[src/rtl/ctrl_pkg.sv]
// Shared types for the core control FSM: state encoding, instruction classes, fault codes.
package ctrl_pkg;

    typedef enum logic [2:0] {
        S_FETCH = 3'd0,
        S_FWAIT = 3'd1,
        S_MEM   = 3'd2,
        S_MWAIT = 3'd3,
        S_EXEC  = 3'd4,
        S_TRAP  = 3'd5
    } state_t;

    localparam logic [3:0] INST_ALU     = 4'h0;
    localparam logic [3:0] INST_LOAD    = 4'h1;
    localparam logic [3:0] INST_STORE   = 4'h2;
    localparam logic [3:0] INST_BRANCH  = 4'h3;
    localparam logic [3:0] INST_ILLEGAL = 4'hF;

    localparam logic [1:0] FAULT_NONE    = 2'd0;
    localparam logic [1:0] FAULT_FETCH   = 2'd1;
    localparam logic [1:0] FAULT_MEM     = 2'd2;
    localparam logic [1:0] FAULT_ILLEGAL = 2'd3;

endpackage

[src/rtl/wait_timer.sv]
// Per-state watchdog: counts enabled cycles, restarts on clear; MAX_WAIT=0 disables expiry.
module wait_timer #(
    parameter int MAX_WAIT = 255
) (
    input  logic clock,
    input  logic reset,
    input  logic clear,
    input  logic enable,
    output logic expired
);

    localparam int W = (MAX_WAIT > 0) ? $clog2(MAX_WAIT + 1) : 1;

    logic [W-1:0] cnt;

    always_ff @(posedge clock or negedge reset) begin
        if (!reset)      cnt <= '0;
        else if (clear)  cnt <= '0;
        else if (enable) cnt <= cnt + W'(1);
    end

    // Expires on the MAX_WAIT-th cycle in the state, so a state is held at most MAX_WAIT cycles.
    generate
        if (MAX_WAIT == 0) begin : g_off
            assign expired = 1'b0;
        end else begin : g_on
            assign expired = enable && (cnt == W'(MAX_WAIT - 1));
        end
    endgenerate

endmodule

[src/rtl/ctrl_fsm.sv]
// Multicycle core control FSM with IFU/LSU valid-ready channels, watchdog and illegal trap.
// Define CTRL_PERF_CNT_EN to build the cycle/instret/stall perf counters.
module ctrl_fsm
    import ctrl_pkg::*;
#(
    parameter int MAX_WAIT = 255,
    parameter int CNT_W    = 32,
    parameter int TYPE_W   = 4
) (
    input  logic              clock,
    input  logic              reset,
    input  logic              ifu_reqReady,
    input  logic              ifu_respValid,
    input  logic              lsu_reqReady,
    input  logic              lsu_respValid,
    input  logic [TYPE_W-1:0] inst_type,
    input  logic              fault_clear,
    output logic              ifu_reqValid,
    output logic              lsu_reqValid,
    output logic              lsu_wen,
    output logic              pc_wen,
    output logic              reg_wen,
    output logic              finished,
    output logic              fault,
    output logic [1:0]        fault_code,
    output logic [2:0]        state,
    output logic [CNT_W-1:0]  cycle_cnt,
    output logic [CNT_W-1:0]  instret_cnt,
    output logic [CNT_W-1:0]  stall_cnt
);

    state_t     st_q, st_d;
    logic       is_store_q, is_store_d;
    logic [1:0] code_q, code_d;
    logic       wd_en, wd_exp;
    logic       ifu_rv, lsu_rv, lsu_w, pc_w, reg_w, fin, flt;

    always_ff @(posedge clock or negedge reset) begin
        if (!reset) begin
            st_q       <= S_FETCH;
            is_store_q <= 1'b0;
            code_q     <= FAULT_NONE;
        end else begin
            st_q       <= st_d;
            is_store_q <= is_store_d;
            code_q     <= code_d;
        end
    end

    assign wd_en = (st_q == S_FETCH) || (st_q == S_FWAIT) ||
                   (st_q == S_MEM)   || (st_q == S_MWAIT);

    wait_timer #(.MAX_WAIT(MAX_WAIT)) u_wait_timer (
        .clock   (clock),
        .reset   (reset),
        .clear   (st_d != st_q),
        .enable  (wd_en),
        .expired (wd_exp)
    );

    // Advancing events are tested before wd_exp so an event on the expiry cycle wins.
    always_comb begin
        st_d       = st_q;
        is_store_d = is_store_q;
        code_d     = code_q;
        ifu_rv     = 1'b0;
        lsu_rv     = 1'b0;
        lsu_w      = 1'b0;
        pc_w       = 1'b0;
        reg_w      = 1'b0;
        fin        = 1'b0;
        flt        = 1'b0;
        case (st_q)
            S_FETCH: begin
                ifu_rv = 1'b1;
                if (ifu_reqReady) st_d = S_FWAIT;
                else if (wd_exp) begin
                    st_d   = S_TRAP;
                    code_d = FAULT_FETCH;
                end
            end
            S_FWAIT: begin
                if (ifu_respValid) begin
                    if (inst_type == '1) begin
                        st_d   = S_TRAP;
                        code_d = FAULT_ILLEGAL;
                    end else begin
                        pc_w = 1'b1;
                        if (inst_type == TYPE_W'(INST_LOAD)) begin
                            is_store_d = 1'b0;
                            st_d       = S_MEM;
                        end else if (inst_type == TYPE_W'(INST_STORE)) begin
                            is_store_d = 1'b1;
                            st_d       = S_MEM;
                        end else begin
                            reg_w = 1'b1;
                            st_d  = S_EXEC;
                        end
                    end
                end else if (wd_exp) begin
                    st_d   = S_TRAP;
                    code_d = FAULT_FETCH;
                end
            end
            S_MEM: begin
                lsu_rv = 1'b1;
                lsu_w  = is_store_q;
                if (lsu_reqReady) st_d = S_MWAIT;
                else if (wd_exp) begin
                    st_d   = S_TRAP;
                    code_d = FAULT_MEM;
                end
            end
            S_MWAIT: begin
                if (lsu_respValid) begin
                    reg_w = !is_store_q;
                    st_d  = S_EXEC;
                end else if (wd_exp) begin
                    st_d   = S_TRAP;
                    code_d = FAULT_MEM;
                end
            end
            S_EXEC: begin
                fin  = 1'b1;
                st_d = S_FETCH;
            end
            S_TRAP: begin
                flt = 1'b1;
                if (fault_clear) begin
                    code_d = FAULT_NONE;
                    st_d   = S_FETCH;
                end
            end
            default: st_d = S_FETCH;
        endcase
    end

    // Mealy outputs are gated so nothing leaks out while reset is held low.
    assign ifu_reqValid = reset & ifu_rv;
    assign lsu_reqValid = reset & lsu_rv;
    assign lsu_wen      = reset & lsu_w;
    assign pc_wen       = reset & pc_w;
    assign reg_wen      = reset & reg_w;
    assign finished     = reset & fin;
    assign fault        = reset & flt;
    assign fault_code   = reset ? code_q : FAULT_NONE;
    assign state        = reset ? st_q : S_FETCH;

`ifdef CTRL_PERF_CNT_EN
    logic [CNT_W-1:0] cyc_q, ret_q, stl_q;

    always_ff @(posedge clock or negedge reset) begin
        if (!reset) begin
            cyc_q <= '0;
            ret_q <= '0;
            stl_q <= '0;
        end else begin
            cyc_q <= cyc_q + CNT_W'(1);
            if (fin) ret_q <= ret_q + CNT_W'(1);
            if ((st_q == S_FWAIT && !ifu_respValid) || (st_q == S_MWAIT && !lsu_respValid))
                stl_q <= stl_q + CNT_W'(1);
        end
    end

    assign cycle_cnt   = reset ? cyc_q : '0;
    assign instret_cnt = reset ? ret_q : '0;
    assign stall_cnt   = reset ? stl_q : '0;
`else
    assign cycle_cnt   = '0;
    assign instret_cnt = '0;
    assign stall_cnt   = '0;
`endif

endmodule

[config.mk]
export PLATFORM = sky130hd
export DESIGN_NAME = ctrl_fsm
export DESIGN_NICKNAME = d
export VERILOG_FILES = /design/src/rtl/ctrl_pkg.sv /design/src/rtl/wait_timer.sv /design/src/rtl/ctrl_fsm.sv
export SDC_FILE = /design/constraint.sdc
export NUM_CORES = 1
export LEC_CHECK = 0
export ABC_AREA = 0
export BUFFER_PORTS_ARGS = -buffer_cell sky130_fd_sc_hd__buf_4
export CAP_MARGIN = 40
export CORE_MARGIN = 2
export CORE_UTILIZATION = 42
export CTS_CLUSTER_SIZE = 24
export DETAILED_ROUTE_END_ITERATION = 12
export HOLD_SLACK_MARGIN = 0.05
export PLACE_DENSITY = 0.86
export REMOVE_ABC_BUFFERS = 1
export SLEW_MARGIN = 20
export SYNTH_ARGS = -nofsm -noshare
export SYNTH_HDL_FRONTEND = slang
export SYNTH_HIERARCHICAL = 1
export SYNTH_SLANG_ARGS = --single-unit
export TNS_END_PERCENT = 20
[constraint.sdc]
create_clock -name clock -period 3.3 [get_ports clock]
set_clock_uncertainty 0.2 [all_clocks]
set_input_delay 0.165 -clock clock [delete_from_list [all_inputs] [get_ports clock]]
set_output_delay 0.165 -clock clock [all_outputs]
set_load 0.005 [all_outputs]
Yosys cells after proc, flatten, opt, wreduce, memory -nomap -nowiden

Index checks and enable logic that the tools add are counted.

Register bits: 14
Output and inout bits: 108
Logic and storage cells: 78

Add/subtract/negate cells: 1
Equal/unequal tests: 15
Muxes and demuxes: 39
Bitwise logic cells: 8
Reduce and logical (&&, ||, !) cells: 11

Operators with widths:

| operator                                               | count |
|---|---|
| two-way mux 3 bit                                      | 10 |
| two-way mux 2 bit                                      | 9 |
| two-way mux 8 bit                                      | 2 |
| two-way mux 1 bit                                      | 15 |
| case mux 3 bit (5 select lines)                        | 1 |
| case mux 2 bit (5 select lines)                        | 1 |
| adder 8 x 1 -> 8 bit (second input constant)           | 1 |
| == test 8 bit (second input constant)                  | 1 |
| inequality test 2 bit (second input constant)          | 4 |
| bitwise AND 1 bit                                      | 7 |
| == test 3 x 2 -> 1 bit (second input constant)         | 2 |
| == test 3 bit (second input constant)                  | 2 |
| AND reduction 6 bit                                    | 1 |
| nonzero test 5 bit                                     | 1 |
| == test 4 x 1 -> 1 bit (second input constant)         | 1 |
| == test 4 x 2 -> 1 bit (second input constant)         | 1 |
| == test 4 bit (second input constant)                  | 1 |
| AND reduction 4 bit                                    | 1 |
| nonzero test 2 bit                                     | 2 |
| == test 3 x 1 -> 1 bit (second input constant)         | 1 |
| zero test 3 bit                                        | 1 |
| logical OR 1 bit                                       | 3 |
| inequality test 3 x 2 -> 1 bit (second input constant) | 1 |
| inequality test 3 bit                                  | 1 |
| other kinds (4)                                        | 4 |

Logic depth before layout (Yosys ltp)

Word-level depth: 10
Gate-level depth with buffers: 12
Gate-level depth less buffers: 10

Cells and area by module

Netlist, hierarchy kept.

By module, submodules not included:

| module     | instances | cells an instance | area an instance (um2) |
|---|---|---|---|
| ctrl_fsm   | 1         | 178               | 1343.8 |
| wait_timer | 1         | 41                | 411.6 |

Least setup slack after synthesis

OpenSTA, ideal clock, no wires.

Kind: reg2reg
From: register st_q[2]
To: register u_wait_timer.cnt[1]
Library setup time: 0.094 ns
Arrival: 2.192 ns
Setup slack: 0.814 ns
Cell stages (with the launch flop): 13
Buffers on the path: 3
Period minus slack after synthesis: 2.486 ns
Cells stage by stage: dfrtp_1 -> buf_2 -> inv_2 -> buf_4 -> nand4_1 -> nor2_1 -> and2b_1 -> o21ai_1 -> o311ai_1 -> and2_1 -> a2111o_1 -> clkbuf_1 -> a211oi_1

Cells in the longest elaborated chain, start to end: 10
Elaborated cells between the ends (all ways): 19
Classes of those cells: eq/ne (5); mux (8); reduce/logical (6)

RTL lines:

| item                                                             | RTL line         | source |
|---|---|---|
| from (decl)                                                      | ctrl_fsm.sv:32   | `state_t st_q, st_d;` |
| from (signal assigned)                                           | ctrl_fsm.sv:44   | `st_q <= st_d;` |
| == test 3 x 1 -> 1 bit / zero test 3 bit (equally long branches) | ctrl_fsm.sv:50   | `assign wd_en = (st_q == S_FETCH) \|\| (st_q == S_FWAIT) \|\|` |
| logical OR 1 bit (2 in series)                                   | ctrl_fsm.sv:50   |  |
| logical OR 1 bit (*)                                             | ctrl_fsm.sv:51   | `(st_q == S_MEM) \|\| (st_q == S_MWAIT);` |
| via wd_en                                                        | ctrl_fsm.sv:35   | `logic wd_en, wd_exp;` |
| logical AND 1 bit (*)                                            | wait_timer.sv:27 | `assign expired = enable && (cnt == W'(MAX_WAIT - 1));` |
| via wd_exp                                                       | ctrl_fsm.sv:35   |  |
| two-way mux 3 bit (*)                                            | -                |  |
| two-way mux 3 bit (on tied branches)                             | -                |  |
| case mux 3 bit (5 select lines) (*)                              | ctrl_fsm.sv:73   | `case (st_q)` |
| via st_d[0]                                                      | ctrl_fsm.sv:32   |  |
| inequality test 3 bit (*)                                        | ctrl_fsm.sv:56   | `.clear (st_d != st_q),` |
| two-way mux 8 bit / nonzero test 2 bit (equally long branches)   | -                |  |
| to (signal assigned)                                             | wait_timer.sv:19 | `else if (enable) cnt <= cnt + W'(1);` |
| to (decl)                                                        | wait_timer.sv:14 | `logic [W-1:0] cnt;` |

The timed path passes the listed nets; every way through them passes the cells marked *.
A chain may end at the register's enable or synchronous reset.

Worst setup path in the final report

Same ends and word-level chain as after synthesis.

==> metrics.txt <==
status finished, final reports clean; sequential-to-total area share from yosys stat 19.96%; hold slack final 0.04902 ns; Num Clock Sinks 14; drt total wl 3004 um; Yosys top cell by area buf_4; Num CTS Buffers 3; Final Hold Fails 0; final cell count without fillers 291; Total GRT Usage 13.14%; Crit. Startpoint st_q[2]; Mean Syn Cell Area 8.016 um^2; final setup TNS 0 ns; CP Max Fanout 15; drt first-iter violations 108; Hold Crit Class in2reg; ys flop type dfrtp_1; vias in the first global route 946; synth unique cells 43; Die Ht 68.65 um; slowest stage cell, crit path dfrtp_1; CTS clk-pin slew, worst paths 0.06 ns; post-CTS setup buffers 0; Remaining Overflow, GRT 0; root buffer cell clkbuf_8; max incr delay on CP 0.63 ns; Worst EP arrival 2.79 ns; Worst IR Drop VDD 0.1878 mV; Post-Syn Area 1755 um^2; max_cap viols 0; routability-driven placement congestion ratio 0.8927; P&R area growth vs syn -5.631%; sequential share of power 33.9%; final worst slack 0.4643 ns; final worst path period need 2.836 ns; cells after synthesis 219; Max Slew Vio Count 0; row count 23; H-Tree Level Count 1; Ports 119; Final Instance Area 1657 um^2; Pwr Total 0.8684 mW; largest net degree at the start of global routing 24; Comb pwr share 49.0%; DRT antenna net count 0; Synth Register Bits 14; layout cells sized above 1 12.45%; final setup violation count 0; Detailed Place HPWL 2312 um; Vias 1,251; Post-synth EDFFs 0; CP Capture Type flip-flop; HP Start inst_type[0]; pwr dens 524.2 nW/um^2; Antenna diodes 0; RSZ-0062 raised after global routing no; Critical Path RT 3.25 ns; worst path cell trace inv_2 > nand4_1 > nor2_1 > and2b_1 > o21ai_1 > o311ai_1 > and2_1 > a2111o_1 > a211oi_1; asr flop ratio synth 100.0%; YS warnings 6; DP Area 1575 um^2; clock share of power 17.1%; Setup CP Type reg2reg; Core Area 4000 um^2; internal power 0.4726 mW; port bufs 22; critical path buffer and inverter count 1; switch share 45.58%; Initial Util 43.88%; router iterations before antenna repair 4; worst skew pair latency 0.26 ns; initial antenna violation count 0; Placed Instances 284; Nets 256; first-pass GRT wire length 4464 um; Switch Pwr 0.3958 mW; vias per cell 4.299; Yosys top cell area share 41.48%; Lkg Pwr 0.8738 nW; drt drc 0; CP Launch Type flip-flop; wire per inst 10.32 um; Placement Setup Slack 0.5711 ns; reg2reg start st_q[2]; Die ar. 4713 um^2; period utilisation layout 85.93%; Util after Layout 41.41%; Clock Path Buffers 2; CTS tree done; Crit path max-delay family compound AO/OA/AOI/OAI gates; maximum clock frequency 0.3526 GHz; dominant cells by area after synthesis buf_4, dfrtp_1, a21oi_1; die span in x 68.65 um
layout make-up:
cell class,instances,area [um^2]
inverters,7,26.28
well taps,50,62.56
multi-input cells,191,970.9
fillers,424,2344
repair buffers,26,205.2
flip-flops and latches,14,350.3
clock buffers,3,41.29
final timing paths:
kind,slack (ns),depth (start not counted),to
min in group asynchronous,0.12,2,u_wait_timer/cnt[0]
worst min register to register,0.31,2,code_q[1]
worst max register to register,0.46,9,u_wait_timer/cnt[1]
worst max-delay path,0.46,9,u_wait_timer/cnt[1]
worst min-delay path,0.05,4,is_store_q
max in group asynchronous,2.58,2,code_q[1]
sequential cells by signal, summed over array words and instances, names as in the netlist:
signal            count
code_q                2
st_q                  3
is_store_q            1
u_wait_timer/cnt      8
cell usage in the layout, fill, tap and decap left out, types with 6 or more instances in the layout:
master,synthesis,final
and2_1,6,6
nand2_1,7,7
buf_4,97,22
a21oi_1,11,11
conb_1,1,96
o21ai_1,7,7
nor2_1,12,12
dfrtp_1,14,14
inv_1,6,6
synth_stat cells, types with 3 or more instances:
library cell   n
and2_1         6
nor3_1         3
inv_1          6
or3_1          3
nand3_1        3
nand2_1        7
o21ai_1        7
nor3b_1        3
xor2_1         3
nand4_1        4
nor2_1        12
dfrtp_1       14
o21ai_0        4
a21oi_1       11
buf_4         97
layer usage:
metal	global-route usage [%]	vias up	routed length, um
met1	16.55	559	1110
met4	9.000	0	81
met5	0	-	0
met3	2.597	5	393
li1	-	583	-
met2	20.07	104	1418
power groups by stage:
stage          clock network (mW)  registers [mW]  logic (mW)
2_1_floorplan                   0           0.274       0.294
3_3_place_gp                    0           0.292       0.398
3_5_place_dp                    0           0.296       0.414
4_1_cts                     0.152           0.293       0.418
5_1_grt                     0.160           0.304       0.485
6_report                    0.149           0.295       0.425
tightest hold or removal path, stage by stage:
cell and delay (ns):
buf_4 0.10, inv_1 0.04, a31oi_1 0.11, nor2_1 0.06
cell families after synthesis:
family                   Yosys count  share of synthesized area [%]
AO/OA/AOI/OAI                     31                          10.62
AND/OR/NAND/NOR                   56                          19.67
other                              1                         0.2136
multiplexers                       1                         0.5702
buffers and inverters            109                          45.05
adder cells (fa/ha/maj)            2                          1.425
XOR/XNOR                           5                          2.495
flip-flops                        14                          19.96
what timing repair did:
action	in CTS	in global routing
hold endpoints to repair	16	0
gates resized for setup	0	0
hold buffers	4	0
(Power assumes the default switching activity.)
